===== config.mk =====
export PLATFORM = sky130hd
export DESIGN_NAME = apb2axil_bridge_flat
export DESIGN_NICKNAME = d
export VERILOG_FILES = /design/src/rtl/apb2axil_pkg.sv /design/src/rtl/apb2axil_bridge_if.sv /design/src/rtl/apb2axil_bridge.sv /design/src/flat_wrapper.sv
export SDC_FILE = /design/constraint.sdc
export NUM_CORES = 1
export LEC_CHECK = 0
export CORE_AREA = 4 4 95 132
export DETAILED_ROUTE_END_ITERATION = 7
export DIE_AREA = 0 0 99 136
export GPL_ROUTABILITY_DRIVEN = 0
export GPL_TIMING_DRIVEN = 0
export MAX_ROUTING_LAYER = met4
export PLACE_DENSITY_LB_ADDON = 0.15
export SLEW_MARGIN = 20
export SYNTH_ARGS = -nofsm -noshare
export SYNTH_HDL_FRONTEND = slang
export SYNTH_SLANG_ARGS = --single-unit

===== constraint.sdc =====
create_clock -name clk -period 4.6 [get_ports clk]
set_clock_uncertainty 0.15 [all_clocks]
set_input_delay 1.38 -clock clk [delete_from_list [all_inputs] [get_ports clk]]
set_output_delay 1.38 -clock clk [all_outputs]
set_load 0.01 [all_outputs]

===== src/rtl/apb2axil_pkg.sv =====
// Shared types for the APB -> AXI4-Lite bridge: FSM states and AXI response codes.
package apb2axil_pkg;

    typedef enum logic [2:0] {
        IDLE,
        WR_REQ,
        WR_RESP,
        RD_REQ,
        RD_RESP,
        ERR,
        DONE
    } state_t;

    typedef logic [1:0] resp_t;

    localparam resp_t RESP_OKAY   = 2'b00;
    localparam resp_t RESP_EXOKAY = 2'b01;
    localparam resp_t RESP_SLVERR = 2'b10;
    localparam resp_t RESP_DECERR = 2'b11;

    function automatic logic resp_is_err(input resp_t r);
        logic err;
        case (r)
            RESP_SLVERR, RESP_DECERR: err = 1'b1;
            RESP_OKAY, RESP_EXOKAY:   err = 1'b0;
            default:                  err = 1'b0;
        endcase
        return err;
    endfunction

endpackage


===== src/rtl/apb2axil_bridge_if.sv =====
// APB completer face plus AXI4-Lite manager face of the bridge.
// slave: the bridge's own view; master: the APB requester and AXI peripheral opposite it.
interface apb2axil_bridge_if #(
    parameter int ADDRWIDTH = 32,
    parameter int DATAWIDTH = 32
);
    localparam int STRBWIDTH = DATAWIDTH / 8;

    logic                 psel;
    logic                 penable;
    logic                 pwrite;
    logic [ADDRWIDTH-1:0] paddr;
    logic [DATAWIDTH-1:0] pwdata;
    logic [STRBWIDTH-1:0] pstrb;
    logic [2:0]           pprot;
    logic                 pready;
    logic [DATAWIDTH-1:0] prdata;
    logic                 pslverr;

    logic [ADDRWIDTH-1:0] awaddr;
    logic [2:0]           awprot;
    logic                 awvalid;
    logic                 awready;
    logic [DATAWIDTH-1:0] wdata;
    logic [STRBWIDTH-1:0] wstrb;
    logic                 wvalid;
    logic                 wready;
    logic [1:0]           bresp;
    logic                 bvalid;
    logic                 bready;
    logic [ADDRWIDTH-1:0] araddr;
    logic [2:0]           arprot;
    logic                 arvalid;
    logic                 arready;
    logic [DATAWIDTH-1:0] rdata;
    logic [1:0]           rresp;
    logic                 rvalid;
    logic                 rready;

    modport slave (
        input  psel, penable, pwrite, paddr, pwdata, pstrb, pprot,
        output pready, prdata, pslverr,
        output awaddr, awprot, awvalid, input awready,
        output wdata, wstrb, wvalid, input wready,
        input  bresp, bvalid, output bready,
        output araddr, arprot, arvalid, input arready,
        input  rdata, rresp, rvalid, output rready
    );

    modport master (
        output psel, penable, pwrite, paddr, pwdata, pstrb, pprot,
        input  pready, prdata, pslverr,
        input  awaddr, awprot, awvalid, output awready,
        input  wdata, wstrb, wvalid, output wready,
        output bresp, bvalid, input bready,
        input  araddr, arprot, arvalid, output arready,
        output rdata, rresp, rvalid, input rready
    );

endinterface


===== src/rtl/apb2axil_bridge.sv =====
// APB completer re-issuing each transfer as one AXI4-Lite transaction; pready at A+3 (A+2 on window miss).
// Single outstanding: the APB access phase stalls until the AXI response returns.
module apb2axil_bridge
    import apb2axil_pkg::*;
#(
    parameter int                   DATAWIDTH = 32,
    parameter int                   ADDRWIDTH = 32,
    parameter logic [ADDRWIDTH-1:0] BASE_ADDR = '0,
    parameter logic [ADDRWIDTH-1:0] ADDR_MASK = '0
) (
    input logic              clk,
    input logic              rst,
    apb2axil_bridge_if.slave bus
);
    localparam int STRBWIDTH = DATAWIDTH / 8;

    state_t               state_q, state_d;
    logic                 awvalid_q, awvalid_d, wvalid_q, wvalid_d;
    logic                 aw_done_q, aw_done_d, w_done_q, w_done_d;
    logic                 bready_q, bready_d, arvalid_q, arvalid_d, rready_q, rready_d;
    logic                 pready_q, pready_d, pslverr_q, pslverr_d;
    logic [DATAWIDTH-1:0] prdata_q, prdata_d, wdata_q, wdata_d;
    logic [ADDRWIDTH-1:0] addr_q, addr_d;
    logic [STRBWIDTH-1:0] strb_q, strb_d;
    logic [2:0]           prot_q, prot_d;
    logic                 win_hit;

    assign win_hit = ((bus.paddr & ADDR_MASK) == (BASE_ADDR & ADDR_MASK));

    always_comb begin
        state_d   = state_q;
        awvalid_d = awvalid_q;
        wvalid_d  = wvalid_q;
        aw_done_d = aw_done_q;
        w_done_d  = w_done_q;
        bready_d  = bready_q;
        arvalid_d = arvalid_q;
        rready_d  = rready_q;
        addr_d    = addr_q;
        wdata_d   = wdata_q;
        strb_d    = strb_q;
        prot_d    = prot_q;
        pready_d  = 1'b0;
        pslverr_d = 1'b0;
        prdata_d  = '0;
        unique case (state_q)
            IDLE: begin
                if (bus.psel && bus.penable) begin
                    addr_d  = bus.paddr;
                    wdata_d = bus.pwdata;
                    strb_d  = bus.pstrb;
                    prot_d  = bus.pprot;
                    if (!win_hit) begin
                        state_d = ERR;
                    end else if (bus.pwrite) begin
                        state_d   = WR_REQ;
                        awvalid_d = 1'b1;
                        wvalid_d  = 1'b1;
                        aw_done_d = 1'b0;
                        w_done_d  = 1'b0;
                    end else begin
                        state_d   = RD_REQ;
                        arvalid_d = 1'b1;
                    end
                end
            end
            WR_REQ: begin
                // AW and W complete independently; either may finish first or both together.
                aw_done_d = aw_done_q | (awvalid_q & bus.awready);
                w_done_d  = w_done_q | (wvalid_q & bus.wready);
                awvalid_d = awvalid_q & ~bus.awready;
                wvalid_d  = wvalid_q & ~bus.wready;
                if (aw_done_d && w_done_d) begin
                    state_d  = WR_RESP;
                    bready_d = 1'b1;
                end
            end
            WR_RESP: begin
                if (bus.bvalid) begin
                    state_d   = DONE;
                    bready_d  = 1'b0;
                    pready_d  = 1'b1;
                    pslverr_d = resp_is_err(bus.bresp);
                end
            end
            RD_REQ: begin
                if (bus.arready) begin
                    state_d   = RD_RESP;
                    arvalid_d = 1'b0;
                    rready_d  = 1'b1;
                end
            end
            RD_RESP: begin
                if (bus.rvalid) begin
                    state_d   = DONE;
                    rready_d  = 1'b0;
                    pready_d  = 1'b1;
                    pslverr_d = resp_is_err(bus.rresp);
                    prdata_d  = bus.rdata;
                end
            end
            ERR: begin
                state_d   = DONE;
                pready_d  = 1'b1;
                pslverr_d = 1'b1;
            end
            DONE:    state_d = IDLE;
            default: state_d = IDLE;
        endcase
    end

    always_ff @(posedge clk or negedge rst) begin
        if (!rst) begin
            state_q   <= IDLE;
            awvalid_q <= 1'b0;
            wvalid_q  <= 1'b0;
            aw_done_q <= 1'b0;
            w_done_q  <= 1'b0;
            bready_q  <= 1'b0;
            arvalid_q <= 1'b0;
            rready_q  <= 1'b0;
            pready_q  <= 1'b0;
            pslverr_q <= 1'b0;
            prdata_q  <= '0;
            addr_q    <= '0;
            wdata_q   <= '0;
            strb_q    <= '0;
            prot_q    <= '0;
        end else begin
            state_q   <= state_d;
            awvalid_q <= awvalid_d;
            wvalid_q  <= wvalid_d;
            aw_done_q <= aw_done_d;
            w_done_q  <= w_done_d;
            bready_q  <= bready_d;
            arvalid_q <= arvalid_d;
            rready_q  <= rready_d;
            pready_q  <= pready_d;
            pslverr_q <= pslverr_d;
            prdata_q  <= prdata_d;
            addr_q    <= addr_d;
            wdata_q   <= wdata_d;
            strb_q    <= strb_d;
            prot_q    <= prot_d;
        end
    end

    assign bus.pready  = pready_q;
    assign bus.pslverr = pslverr_q;
    assign bus.prdata  = prdata_q;
    assign bus.awaddr  = addr_q;
    assign bus.awprot  = prot_q;
    assign bus.awvalid = awvalid_q;
    assign bus.wdata   = wdata_q;
    assign bus.wstrb   = strb_q;
    assign bus.wvalid  = wvalid_q;
    assign bus.bready  = bready_q;
    assign bus.araddr  = addr_q;
    assign bus.arprot  = prot_q;
    assign bus.arvalid = arvalid_q;
    assign bus.rready  = rready_q;

endmodule


===== src/flat_wrapper.sv =====
// flat-port wrapper written by rule: the top's interface ports become plain ports
module apb2axil_bridge_flat import apb2axil_pkg::*;
#(
    parameter int                   DATAWIDTH = 32,
    parameter int                   ADDRWIDTH = 32,
    parameter logic [ADDRWIDTH-1:0] BASE_ADDR = '0,
    parameter logic [ADDRWIDTH-1:0] ADDR_MASK = '0
)
  (clk, rst, bus_psel, bus_penable, bus_pwrite, bus_paddr, bus_pwdata, bus_pstrb, bus_pprot, bus_pready, bus_prdata, bus_pslverr, bus_awaddr, bus_awprot, bus_awvalid, bus_awready, bus_wdata, bus_wstrb, bus_wvalid, bus_wready, bus_bresp, bus_bvalid, bus_bready, bus_araddr, bus_arprot, bus_arvalid, bus_arready, bus_rdata, bus_rresp, bus_rvalid, bus_rready);
  apb2axil_bridge_if #(.ADDRWIDTH(ADDRWIDTH), .DATAWIDTH(DATAWIDTH)) bus_i ();
  input logic clk;
  input logic rst;
  input wire logic [$bits(bus_i.psel)-1:0] bus_psel;
  input wire logic [$bits(bus_i.penable)-1:0] bus_penable;
  input wire logic [$bits(bus_i.pwrite)-1:0] bus_pwrite;
  input wire logic [$bits(bus_i.paddr)-1:0] bus_paddr;
  input wire logic [$bits(bus_i.pwdata)-1:0] bus_pwdata;
  input wire logic [$bits(bus_i.pstrb)-1:0] bus_pstrb;
  input wire logic [$bits(bus_i.pprot)-1:0] bus_pprot;
  output wire logic [$bits(bus_i.pready)-1:0] bus_pready;
  output wire logic [$bits(bus_i.prdata)-1:0] bus_prdata;
  output wire logic [$bits(bus_i.pslverr)-1:0] bus_pslverr;
  output wire logic [$bits(bus_i.awaddr)-1:0] bus_awaddr;
  output wire logic [$bits(bus_i.awprot)-1:0] bus_awprot;
  output wire logic [$bits(bus_i.awvalid)-1:0] bus_awvalid;
  input wire logic [$bits(bus_i.awready)-1:0] bus_awready;
  output wire logic [$bits(bus_i.wdata)-1:0] bus_wdata;
  output wire logic [$bits(bus_i.wstrb)-1:0] bus_wstrb;
  output wire logic [$bits(bus_i.wvalid)-1:0] bus_wvalid;
  input wire logic [$bits(bus_i.wready)-1:0] bus_wready;
  input wire logic [$bits(bus_i.bresp)-1:0] bus_bresp;
  input wire logic [$bits(bus_i.bvalid)-1:0] bus_bvalid;
  output wire logic [$bits(bus_i.bready)-1:0] bus_bready;
  output wire logic [$bits(bus_i.araddr)-1:0] bus_araddr;
  output wire logic [$bits(bus_i.arprot)-1:0] bus_arprot;
  output wire logic [$bits(bus_i.arvalid)-1:0] bus_arvalid;
  input wire logic [$bits(bus_i.arready)-1:0] bus_arready;
  input wire logic [$bits(bus_i.rdata)-1:0] bus_rdata;
  input wire logic [$bits(bus_i.rresp)-1:0] bus_rresp;
  input wire logic [$bits(bus_i.rvalid)-1:0] bus_rvalid;
  output wire logic [$bits(bus_i.rready)-1:0] bus_rready;
  assign bus_i.psel = bus_psel;
  assign bus_i.penable = bus_penable;
  assign bus_i.pwrite = bus_pwrite;
  assign bus_i.paddr = bus_paddr;
  assign bus_i.pwdata = bus_pwdata;
  assign bus_i.pstrb = bus_pstrb;
  assign bus_i.pprot = bus_pprot;
  assign bus_pready = bus_i.pready;
  assign bus_prdata = bus_i.prdata;
  assign bus_pslverr = bus_i.pslverr;
  assign bus_awaddr = bus_i.awaddr;
  assign bus_awprot = bus_i.awprot;
  assign bus_awvalid = bus_i.awvalid;
  assign bus_i.awready = bus_awready;
  assign bus_wdata = bus_i.wdata;
  assign bus_wstrb = bus_i.wstrb;
  assign bus_wvalid = bus_i.wvalid;
  assign bus_i.wready = bus_wready;
  assign bus_i.bresp = bus_bresp;
  assign bus_i.bvalid = bus_bvalid;
  assign bus_bready = bus_i.bready;
  assign bus_araddr = bus_i.araddr;
  assign bus_arprot = bus_i.arprot;
  assign bus_arvalid = bus_i.arvalid;
  assign bus_i.arready = bus_arready;
  assign bus_i.rdata = bus_rdata;
  assign bus_i.rresp = bus_rresp;
  assign bus_i.rvalid = bus_rvalid;
  assign bus_rready = bus_i.rready;
  apb2axil_bridge #(.DATAWIDTH(DATAWIDTH), .ADDRWIDTH(ADDRWIDTH), .BASE_ADDR(BASE_ADDR), .ADDR_MASK(ADDR_MASK)) u_core (.clk(clk), .rst(rst), .bus(bus_i));
endmodule

==> impl_metrics.toml, run 1 <==
[cells_and_area]
seqCellArea_um2 = 2880
drive_gt1_share_pct = 19.8
stdcell_count = 751
antenna-diode-count = 0
final_core_util_pct = 70.3
syn_to_final_growth_pct = 74.2
multiInputGateArea_um2 = 1300
fill_cells = 845
final_net_count = 712

[synth]
yosysSeqAreaShare_pct = 62.9
synth_cell_types = 30
synth_warnings = 0
synth_cells = 316
ys_ff_latch = 115
syn_area_um2 = 4570
synth_area_leaders = "dfrtp_1 (63%), mux2_2 (10%), mux2_1 (7.4%)"
synth_edf_count = 0
synth_top_area_share_pct = 62.9
avgSynthCellArea_um2 = 14.5
synthFlopType = "dfrtp_1"
ys_async_sr_fraction_pct = 100
synth_area_leader_cell = "dfrtp_1"
synth.net_count = 433

[cts]
path_clk_slew_ps = 50
numCtsBuffers = 17
cts_htree_levels = 4
cts-resized-gates = 0
clk_latency_ps = 400
cts_tree = "built"
ctsLongestPathBuffers = 2
ctsHoldBuffers = 0
post-cts-setup-buffers = 0
cts-root-buf = "clkbuf_16"
cts_sinks = 115

[placement]
placed_cells = 720
pre_cts_ws_ps = 1120
place_hpwl_mm = 10.0
port_buffers = 259

[run_status]
status = "complete, no violations"

[route]
wirelength_mm = 12.8
viasPerCell = 4.60
drc = 0
ant_nets = 0
firstDrtPassIters = 4
drt-wirelength-per-cell_um = 17.1
route.vias.total = 3451
first_iter_violations = 101

[sta]
worst_hold_slack_ps = 334
tightest_slew_ps = 751
rsz0062_at_grt = "no"
maxSlewHeadroom_pct = 49.8
period_share_pct = 66.0
setup_ws_ps = 1570
fin_crit_ps = 3030
setup_viol = 0
hold_viol_final = 0
fmax_mhz = 330
maxSlewViolCount = 0

[setup_path]
cp.arrival_ps = 3160
crit_path_top_delay_cell = "nor3_4"
required_ps = 4730
endpoint_kind = "flop"
crit_family = "buffers and inverters"
path_buf_inv = 2
slowest_delay_ps = 560
cp-start-kind = "input pin"
path_class = "input pin to flop"
crit_chain = "clkdlybuf4s50_1 > nand3b_4 > nor3_4 > buf_6 > mux2_1"
critPathMaxFanout = 10

[floorplanning]
pin_count = 262
rows = 46
dieArea_um2 = 13500
core_um2 = 11300
start_util_pct = 40.3
die_w_um = 99
fp.dieH_um = 136

[run]
cap_violations = 0

[global_routing]
grt_max_degree = 74
antenna_found_initial = 0
overflow = 0
grt_usage_pct = 19.7
grt_pass1_wl_mm = 19.6
grt_pass1_vias = 3773

[power_and_ir_drop]
power_density_nw_per_um2 = 661
p_int_mw = 3.76
swShare_pct = 28.5
p_comb_share_pct = 43.8
p_leak_nw = 3.47
seqPwrFrac_pct = 31.5
power_switching_mw = 1.50
ir_worst_vdd_mv = 0.296
p_clk_share_pct = 24.7

[hold_path]
hold_path_class = "flop to flop"
## flip-flops by register name, summed over array words and instances, names as in the netlist, 3 cells and up
name and flops:
u_core.bus.prdata 32, u_core.bus.wdata 32, u_core.bus.wstrb 4, u_core.state_q 3
u_core.bus.araddr 32, u_core.bus.arprot 3
## layout make-up
class                           instances  area share, %
Sequential cell                       115           36.1
Timing Repair Buffer                  260           32.9
Multi-Input combinational cell        147           16.3
Clock buffer                           20           5.73
Buffer                                 48           4.66
Tap cell                              144           2.26
Clock inverter                         11           1.70
Inverter                                6          0.283
## power by group through the flow
stage / logic (mW) / clock network, mW / registers [mW]
floorplan: 0.808 / 0 / 1.82
global placement: 2.29 / 0 / 1.65
detailed placement: 2.33 / 0 / 1.67
CTS: 2.35 / 1.33 / 1.66
global route: 2.46 / 1.38 / 1.71
finish: 2.31 / 1.30 / 1.66
## metrics by stage
| step | setup TNS (ps) | power, mW | cell area, um2 |
|---|---|---|---|
| floorplan | 0 | 2.63 | 4570 |
| global placement | -269010 | 3.94 | 7350 |
| detailed placement | 0 | 4.01 | 7370 |
| CTS | 0 | 5.34 | 7970 |
| global route | 0 | 5.55 | 7970 |
| finish | 0 | 5.27 | 7970 |
## per-layer routing
layer	up-vias	track usage, %	share of wire [%]
li1	1591	-	-
met3	24	5.80	8.0
met4	0	9.42	2.6
met1	1661	19.8	35
met2	175	34.8	55
met5	-	-	0
## worst reg2reg max path, cell delays in order (launching register included)
cell	delay, ps
dfrtp_1	370
buf_6	140
nand3b_4	180
nor3_4	560
buf_6	250
mux2_1	350
## synth_stat cells, types with 3 or more instances
master    instances
nand2_1           4
buf_6             8
inv_1             6
dfrtp_1         115
mux2_1           30
and2_1           32
o21ai_0           7
mux2_2           41
clkbuf_1          5
nor2b_1           3
nand2b_1          5
a21oi_1           3
buf_4            35
nor2_1            3
## cells by family after synthesis
logic type             after synthesis  share of synthesized area [%]
AND/OR/NAND/NOR                     55                           7.91
buffers and inverters               54                           8.62
flip-flops                         115                           62.9
multiplexers                        72                           17.7
AO/OA/AOI/OAI                       20                           2.85
## worst paths after layout
kind                                 startpoint                   end  slack [ps]  cells past startpoint
max                                    bus_psel  u_core.bus.wdata[26]        1570                      5
min                        u_core.bus.wdata[31]  u_core.bus.wdata[31]         330                      1
max reg2reg                   u_core.state_q[2]  u_core.bus.wdata[26]        2480                      5
min reg2reg                u_core.bus.wdata[31]  u_core.bus.wdata[31]         330                      1
max in group asynchronous                   rst     u_core.bus.rready        2870                      2
min in group asynchronous                   rst  u_core.bus.arprot[0]         740                      1
## placed cells by master, fill, tap and decap left out, types with 2 or more instances in the layout
master | Yosys | routed
a21oi_1 | 3 | 3
a2bb2oi_1 | 2 | 2
a31oi_1 | 2 | 2
and2_1 | 32 | 32
buf_4 | 35 | 35
buf_6 | 8 | 9
bufinv_16 | 0 | 3
clkbuf_1 | 5 | 6
clkbuf_16 | 0 | 17
clkbuf_8 | 0 | 2
clkdlybuf4s50_1 | 0 | 258
clkinv_2 | 0 | 6
clkinvlp_4 | 0 | 2
dfrtp_1 | 115 | 115
inv_1 | 6 | 6
mux2_1 | 30 | 30
mux2_2 | 41 | 41
nand2_1 | 4 | 4
nand2b_1 | 5 | 5
nor2_1 | 3 | 3
nor2b_1 | 3 | 3
nor4b_1 | 2 | 2
o21ai_0 | 7 | 7
(Power assumes the default switching activity.)
==> inputs of run 2 (changes only) <==
--- a/config.mk
+++ b/config.mk
@@ -5,9 +5,9 @@
 export SDC_FILE = /design/constraint.sdc
 export NUM_CORES = 1
 export LEC_CHECK = 0
-export CORE_AREA = 4 4 95 132
+export CORE_AREA = 4 4 102 143
 export DETAILED_ROUTE_END_ITERATION = 7
-export DIE_AREA = 0 0 99 136
+export DIE_AREA = 0 0 106 147
 export GPL_ROUTABILITY_DRIVEN = 0
 export GPL_TIMING_DRIVEN = 0
 export MAX_ROUTING_LAYER = met4
==> constraint.sdc (replaced) <==
create_clock -name clk -period 2.45 [get_ports clk]
set_clock_uncertainty 0.15 [all_clocks]
set_input_delay 0.735 -clock clk [delete_from_list [all_inputs] [get_ports clk]]
set_output_delay 0.735 -clock clk [all_outputs]
set_load 0.01 [all_outputs]
==> impl_metrics.toml, run 2 (synthesis gave the netlist of run 1 again) <==
[setup_path]
critPathMaxFanout = 3
cp.arrival_ps = 1410
path_class = "flop to primary output"
crit_family = "buffers and inverters"
required_ps = 1560
startpoint = "u_core.bus.araddr[11]"
path_buf_inv = 2
crit_chain = "buf_4 > clkdlybuf4s50_1"
slowest_delay_ps = 520
cp-start-kind = "flop"
crit_path_top_delay_cell = "clkdlybuf4s50_1"
r2r_start = "u_core.state_q[2]"
endpoint_kind = "primary output"

[cts]
cts-root-buf = "clkbuf_16"
numCtsBuffers = 17
cts_sinks = 115
ctsLongestPathBuffers = 2
cts-resized-gates = 0
cts_tree = "built"
path_clk_slew_ps = 50
cts_htree_levels = 4
clk_latency_ps = 400

[cells_and_area]
syn_to_final_growth_pct = 75.5
fill_cells = 1118
final_common_cell = "clkdlybuf4s50_1"
drive_gt1_share_pct = 20.3
final_cell_mix = "clkdlybuf4s50_1 (258), dfrtp_1 (115), mux2_2 (41)"
final_net_count = 715
antenna-diode-count = 0

[floorplanning]
dieArea_um2 = 15600
fp.dieH_um = 147
core_um2 = 13300
start_util_pct = 34.5
die_w_um = 106
pin_count = 262
rows = 50

[route]
drt-wirelength-per-cell_um = 15.4
wirelength_mm = 12.2
first_iter_violations = 47
viasPerCell = 4.28
ant_nets = 0
drc = 0
firstDrtPassIters = 3
route.vias.total = 3393

[sta]
setup_ws_ps = 156
period_share_pct = 93.6
maxSlewViolCount = 0
maxSlewHeadroom_pct = 52.1
setup_tns_ps = 0
fin_crit_ps = 2290
setup_viol = 0
fmax_mhz = 436
hold_viol_final = 0
tightest_slew_ps = 717
rsz0062_at_grt = "no"
worst_hold_slack_ps = 90.1

[hold_path]
hold_path_class = "input pin to async pin"

[run]
cap_violations = 0

[global_routing]
grt_pass1_vias = 3732
overflow = 0
grt_usage_pct = 16.4
grt_pass1_wl_mm = 19.1
antenna_found_initial = 0
grt_max_degree = 75

[power_and_ir_drop]
p_leak_nw = 3.48
power_density_nw_per_um2 = 1220
finalPower_mw = 9.79
ir_worst_vdd_mv = 0.656

[placement]
place_hpwl_mm = 9.57
pre_cts_ws_ps = -395
port_buffers = 259

[run_status]
status = "complete, no violations"
-- run 2: cell types whose count changed in the layout (fill, tap and decap cells not counted) --
cell,before,now
clkbuf_8,2,6
buf_4,35,38
clkinv_2,6,3
bufinv_16,3,1
clkinvlp_4,2,4
clkbuf_1,6,5
-- run 2: final cells by class --
type,count,area (um2),share of cell area (%)
multi-input cells,147,1300,16.2
clock buffers,23,508,6.33
inverters,6,22.5,0.281
clock inverters,8,75.1,0.935
flip-flops and latches,115,2880,35.8
well taps,182,228,2.84
repair buffers,263,2640,32.9
plain buffers,48,372,4.63
-- run 2: layer usage --
layer / share of wire, % / vias up / track usage [%] / wire (um)
met5: 0 / - / - / 0
met4: 1.8 / 0 / 6.42 / 221
li1: - / 1592 / - / -
met1: 37 / 1634 / 16.6 / 4520
met3: 6.4 / 17 / 5.05 / 786
met2: 55 / 150 / 29.2 / 6700
-- run 2: what timing repair did --
| item | in CTS | in global routing |
|---|---|---|
| buffers inserted | 0 | 3 |
| setup endpoints to repair | 0 | 14 |
| hold buffers | 0 | 0 |
-- run 2: worst paths after layout --
path	end	slack, ps	cells after the start
max reg2reg	u_core.bus.araddr[27]	620	6
max in group asynchronous	u_core.bus.wdata[17]	1350	2
max	bus_awaddr[11]	160	2
min in group clk	u_core.bus.wdata[1]	330	1
min reg2reg	u_core.bus.wdata[1]	330	1
min	u_core.bus.araddr[2]	90	1
-- run 2: report_power, final --
group | total, mW | switching (mW) | internal, mW
registers | 3.09 | 0.440 | 2.65
clock network | 2.38 | 0.832 | 1.54
logic | 4.32 | 1.53 | 2.79
-- run 2: per-stage QoR --
step	utilization [%]	instances	instance area, um2
detailed placement	56.0	758	7420
global route	60.5	792	8030
floorplan	-	316	4570
CTS	60.4	789	8010
global placement	55.7	757	7390
finish	60.5	792	8030
-- run 2: worst reg2reg max path: stages (launching register included) --
cell and delay [ps]:
dfrtp_1 370, buf_6 140, nand3b_4 180, nor3_4 180, buf_4 190, buf_6 170, mux2_2 340
